**src/rtl/shift_scheduler.sv**
```systemverilog
// Round-robin arbiter sharing one sll/srl/sra shifter between two requesters, one registered result slot.
// Optional grant counters: define SHIFT_STATS_EN to add grant_cnt0/grant_cnt1.
module shift_scheduler #(
  parameter int WIDTH   = 32,
  parameter int SHAMT_W = $clog2(WIDTH),
  parameter int CNT_W   = 16
) (
  input  logic               clk,
  input  logic               reset,
  input  logic               req0_valid,
  output logic               req0_ready,
  input  logic [WIDTH-1:0]   req0_a,
  input  logic [SHAMT_W-1:0] req0_shamt,
  input  logic [1:0]         req0_op,
  input  logic               req1_valid,
  output logic               req1_ready,
  input  logic [WIDTH-1:0]   req1_a,
  input  logic [SHAMT_W-1:0] req1_shamt,
  input  logic [1:0]         req1_op,
  output logic               rsp_valid,
  input  logic               rsp_ready,
  output logic [WIDTH-1:0]   rsp_y,
  output logic               rsp_id
`ifdef SHIFT_STATS_EN
  ,
  output logic [CNT_W-1:0]   grant_cnt0,
  output logic [CNT_W-1:0]   grant_cnt1
`endif
);

  typedef enum logic {IDLE, FULL} state_t;

  state_t               state;
  logic                 last_grant;
  logic                 slot_free;
  logic                 grant0;
  logic                 grant1;
  logic                 accept;
  logic [WIDTH-1:0]     sel_a;
  logic [SHAMT_W-1:0]   sel_shamt;
  logic [1:0]           sel_op;
  logic [WIDTH-1:0]     shifted;

  function automatic logic [WIDTH-1:0] do_shift(input logic [WIDTH-1:0] a,
                                                input logic [SHAMT_W-1:0] s,
                                                input logic [1:0] op);
    logic [WIDTH-1:0] r;
    case (op)
      2'b00:   r = a << s;
      2'b01:   r = a >> s;
      2'b10:   r = $unsigned($signed(a) >>> s);
      default: r = a;
    endcase
    return r;
  endfunction

  // A full slot frees up in the same cycle the consumer drains it, keeping 1 op/cycle.
  assign slot_free = (state == IDLE) || rsp_ready;

  // On a tie the requester that did not win last time goes first.
  assign grant0 = req0_valid && (!req1_valid || last_grant);
  assign grant1 = req1_valid && (!req0_valid || !last_grant);

  assign req0_ready = !reset && slot_free && grant0;
  assign req1_ready = !reset && slot_free && grant1;
  assign accept     = req0_ready || req1_ready;

  assign sel_a     = req1_ready ? req1_a     : req0_a;
  assign sel_shamt = req1_ready ? req1_shamt : req0_shamt;
  assign sel_op    = req1_ready ? req1_op    : req0_op;
  assign shifted   = do_shift(sel_a, sel_shamt, sel_op);

  always_ff @(posedge clk) begin
    if (reset) begin
      state      <= IDLE;
      rsp_valid  <= 1'b0;
      rsp_y      <= '0;
      rsp_id     <= 1'b0;
      last_grant <= 1'b1;
    end else begin
      case (state)
        IDLE: begin
          if (accept) begin
            state      <= FULL;
            rsp_valid  <= 1'b1;
            rsp_y      <= shifted;
            rsp_id     <= req1_ready;
            last_grant <= req1_ready;
          end
        end
        FULL: begin
          if (accept) begin
            rsp_y      <= shifted;
            rsp_id     <= req1_ready;
            last_grant <= req1_ready;
          end else if (rsp_ready) begin
            state     <= IDLE;
            rsp_valid <= 1'b0;
          end
        end
        default: begin
          state     <= IDLE;
          rsp_valid <= 1'b0;
        end
      endcase
    end
  end

`ifdef SHIFT_STATS_EN
  always_ff @(posedge clk) begin
    if (reset) begin
      grant_cnt0 <= '0;
      grant_cnt1 <= '0;
    end else begin
      if (req0_ready && grant_cnt0 != {CNT_W{1'b1}}) grant_cnt0 <= grant_cnt0 + 1'b1;
      if (req1_ready && grant_cnt1 != {CNT_W{1'b1}}) grant_cnt1 <= grant_cnt1 + 1'b1;
    end
  end
`endif

endmodule

```
**config.mk**
```make
export PLATFORM = sky130hd
export DESIGN_NAME = shift_scheduler
export DESIGN_NICKNAME = d
export VERILOG_FILES = /design/src/rtl/shift_scheduler.sv
export SDC_FILE = /design/constraint.sdc
export NUM_CORES = 1
export LEC_CHECK = 0
export BUFFER_PORTS_ARGS = -buffer_cell sky130_fd_sc_hd__buf_2
export CAP_MARGIN = 20
export CELL_PAD_IN_SITES_DETAIL_PLACEMENT = 0
export CELL_PAD_IN_SITES_GLOBAL_PLACEMENT = 2
export CORE_ASPECT_RATIO = 1.75
export CORE_MARGIN = 2
export CORE_UTILIZATION = 40
export CTS_BUF_LIST = sky130_fd_sc_hd__clkbuf_2 sky130_fd_sc_hd__clkbuf_4 sky130_fd_sc_hd__clkbuf_8
export DETAILED_ROUTE_END_ITERATION = 12
export PLACE_DENSITY_LB_ADDON = 0.2
export SLEW_MARGIN = 20
export SYNTH_ARGS = -nofsm -noshare
export SYNTH_HDL_FRONTEND = slang
export SYNTH_SLANG_ARGS = --single-unit
```
**constraint.sdc**
```tcl
create_clock -name clk -period 9.5 [get_ports clk]
set_input_delay 2.85 -clock clk [delete_from_list [all_inputs] [get_ports clk]]
set_output_delay 2.85 -clock clk [all_outputs]
set_load 0.01 [all_outputs]
```
After elaboration in Yosys (flattened, before gate mapping)
Index checks and enable logic that the tools add are counted.
Widths: inputs -> output; s select.
Operators by class
  reduce and logical (&&, ||, !) cells: 15
  equal/unequal tests: 5
  muxes and demuxes: 14
  shifts and indexed selects: 3
  bitwise logic cells: 1
Operators by type and width (number)
  $pmux 32 s3: 1
  $mux 32: 2
  $shl 32x5->32: 1
  $shr 32x5->32: 1
  $sshr 32x5->32: 1
  $mux 1: 7
  $ne 2x2->1 const B: 3
  $logic_and 1x1->1: 5
  $mux 5: 1
  $logic_not 1->1: 4
  $logic_or 1x1->1: 4
  $pmux 1 s2: 2
  $reduce_and 3->1: 1
  $eq 2x1->1 const B: 1
  $eq 2x2->1 const B: 1
  $logic_not 2->1: 1
  $mux 2: 1
  $not 1->1: 1
Storage, ports and cells
  logic and storage cells: 43
  register bits: 36
  output and inout bits: 36

Longest topological paths before layout
  word-level depth: 8
  mapped depth: 11

Worst setup path after synthesis
No wires, ideal clock.
  path type: input-to-output
  start: in req1_valid
  end: out req1_ready
  arrival: 4114 ps
  buffers on the path: 4
  stages on the path: 7
  path slack: 2536 ps
  cells stage by stage: a21boi_4 > nand3_2 > inv_2 > buf_4 > buf_2 > buf_2 > buf_2
Between the ends
  longest elaborated chain between the ends: 2
Ends and longest elaborated chain
  from (decl): RTL line 15  | input logic req1_valid,
  $logic_and 1x1->1: RTL line 62  | assign grant1 = req1_valid && (!req0_valid || !last_grant);
  $logic_and 1x1->1: RTL line 65  | assign req1_ready = !reset && slot_free && grant1;
  to (decl): RTL line 16  | output logic req1_ready,
Every way passes these cells.

Worst setup path after layout
Ends and elaborated chain as after synthesis.

==> run metrics <==
status=completed; Hold Fails Final Rpt=0; overall track demand over capacity in global routing=0.417; total power=a little under 1000 µW; power per cell area=100 nW/µm²; Synth area leaders=sky130_fd_sc_hd__mux4_2, sky130_fd_sc_hd__mux2i_1, sky130_fd_sc_hd__dfxtp_1, sky130_fd_sc_hd__mux2_2, sky130_fd_sc_hd__nand2_1; number of search-and-repair iterations in the first detailed-routing pass=6; most prevalent standard cell on the critical path=sky130_fd_sc_hd__buf_2; DRT iter0 DRCs=1830; reported net switching power=roughly 500 µW; endpoint required time on the critical path=roughly 6.7 ns; period utilisation layout=0.737; switching fraction of total power=0.516; count of buffer and inverter cells on the critical path=4; first-pass GRT wire length=approximately 73000 µm; post-detailed-route via-to-cell ratio=7.58; cell area after technology mapping=9030 µm²; prevailing post-synth register cell=sky130_fd_sc_hd__dfxtp_1; Arrival @ worst endpoint=4.16 ns; floorplan row count=72; maxcap violations=0; number of post-CTS setup repair buffers=0; Layout Utilization=0.441; number of buffers created by CTS=5; routability cong.=1.04; total number of clock tree sinks=36; height of the chip=203 µm; clock latency at the later pin of the worst-skew pair=0.33 ns; family with the most delay on the worst path=buffers and inverters; via count=10800; fraction of final layout cells with drive strength greater than 1=0.283; maximum vdd ir drop=around 0.047 mV; DRC=0; floorplan die width=~120 µm; post-synthesis net count=roughly 1200; total wirelength of the detailed-routed design=50900 µm; synthesized area per cell=8.33 µm²; final worst path period need=7.01 ns; total of buffers placed on input and output ports=118; clock skew after layout=0.0214 ns; Root Buffer=sky130_fd_sc_hd__clkbuf_8; number of synthesized register bits=36; setup TNS after final layout=0 ns; fraction of registers with async set/reset=0; DP Wirelength=between 30000 and 40000 µm; Netlist cell types=85; cell count after synthesis=1085; worst stage delay on the critical path=0.38 ns; pin slew with the least headroom to its limit=1.11 ns; Yosys Warn Count=0; Synth top area share=0.199; P&R area growth vs syn=8.20%; number of flops mapped to enable cells by yosys=0; maximum net fanout on the critical path=32; Worst Setup Path Type=in2out; sequential fraction of the synthesis area=0.0798; upper clock frequency limit=143 MHz; dominant cell by count in the synthesized netlist=sky130_fd_sc_hd__mux2i_1; nature of the critical path endpoint=output port; reported leakage power=between 0.003 and 0.004 µW; CTS clock-pin slew for the worst setup and hold paths=about 0.090 ns; total of cells resized after clock tree synthesis=0; Comb power frac=0.657; critical path cell sequence=buf_2 -> a21boi_4 -> nand3_4 -> inv_2 -> buf_4 -> buf_2; path category of the worst min-delay check=reg2reg; maximum root-to-sink buffer count=2; vias in the first global route=10100; Remaining Overflow, GRT=0; num ports=119; pin count of the biggest net entering global routing=76; ANT nets after route=0; CP Launch Type=primary input; antenna violations before repair=0; internal cell power=472 µW; final setup violation count=0; clock network fraction of design power=0.160; worst rel slew slack=0.258; library cell with the largest summed area after synthesis=sky130_fd_sc_hd__mux4_2; number of buffers inserted by hold repair at cts=0; antenna fix cells=0; level count of the clock H-tree=2; most used standard cells in the synthesized netlist=sky130_fd_sc_hd__mux2i_1, sky130_fd_sc_hd__nand2_1, sky130_fd_sc_hd__nor2_1, sky130_fd_sc_hd__mux4_2, sky130_fd_sc_hd__a21oi_1; Floorplan Core Area=22200 µm²; number of nets in the final layout=1206; Starting Density=0.408; area of the die=23800 µm²; cell at the slowest stage of the critical path=sky130_fd_sc_hd__buf_4; max-slew violation total from the final report=0; CTS tree=done; average wire length per cell after detail routing=35.9 µm; unrepaired setup endpoints after global routing=no; sequential cell fraction of total power=0.183
per-stage QoR:
step                      hold WS [ns]  cell area [µm²]  setup slack (ns)  instances
final                            0.482             9770              2.49       1420
after detailed placement         0.471             9660              2.53       1412
after global placement           0.466             9660              2.55       1412
after floorplan                  0.463             9030              2.54       1085
after global routing             0.526             9770              2.44       1420
after CTS                        0.483             9770              2.53       1420
worst min-delay path: stages (launching register included):
cell	delay, ns
sky130_fd_sc_hd__dfxtp_1	0.32
sky130_fd_sc_hd__nand3_1	0.06
sky130_fd_sc_hd__o31ai_1	0.06
area by class of cell:
cell class	count	area [µm²]
inverters	9	33.8
flip-flops and latches	36	721
repair buffers	144	796
fillers	2341	12400
multi-input cells	927	7740
clock inverters	2	35.0
well taps	296	370
clock buffers	6	76.3
power by group through the flow:
stage               registers [µW]  logic, µW  clock network [µW]
floorplan                      186        371                   0
finish                         179        642                 156
global placement               181        618                   0
global route                   180        662                 158
CTS                            178        617                 155
detailed placement             182        615                   0
flip-flops by register name, indices dropped and copies added, names as in the netlist:
| name | flops |
|---|---|
| rsp_id | 1 |
| last_grant | 1 |
| state | 1 |
| rsp_valid | 1 |
| rsp_y | 32 |
routing by layer:
| metal | GRT usage | part of all wire |
|---|---|---|
| met3 | 0.0497 | 0.089 |
| met5 | 0 | 0 |
| met2 | 0.676 | 0.47 |
| met4 | 0.283 | 0.083 |
| met1 | 0.516 | 0.36 |
worst paths after layout:
kind                    startpoint                endpoint  slack (ns)  cells past startpoint
max reg2reg       state$_SDFF_PP0_  rsp_y[12]$_SDFFE_PP0P_        5.66                     10
max                     req1_valid              req1_ready        2.49                      6
min reg2reg  rsp_y[5]$_SDFFE_PP0P_   rsp_y[5]$_SDFFE_PP0P_        0.48                      2
min          rsp_y[5]$_SDFFE_PP0P_   rsp_y[5]$_SDFFE_PP0P_        0.48                      2
cells in the final DEF (no fill, tap or decap), drive strengths merged, types with 5 or more instances in the layout:
cell type	instances
o221ai	10
mux2i	144
o21ai	58
mux4	80
o211ai	15
nand2	102
o31ai	13
nor2b	5
nand2b	15
a22o	6
nand4	5
a2111oi	5
a31oi	25
nand3	28
and3	9
a21o	5
mux2	49
a211oi	6
inv	9
a311oi	12
nor4	12
nor2	92
a21oi	71
a22oi	22
o311ai	6
a221oi	14
clkbuf	6
dfxtp	36
nor3	26
buf	144
and2	6
o22ai	15
or3	8
cells by family after synthesis:
| family | count (synthesis) | share of synthesized area |
|---|---|---|
| compound gates | 335 | 0.263 |
| simple gates | 319 | 0.165 |
| mux | 273 | 0.424 |
| buf+inv | 122 | 0.0684 |
| flops | 36 | 0.0798 |
(Power assumes the default switching activity.)
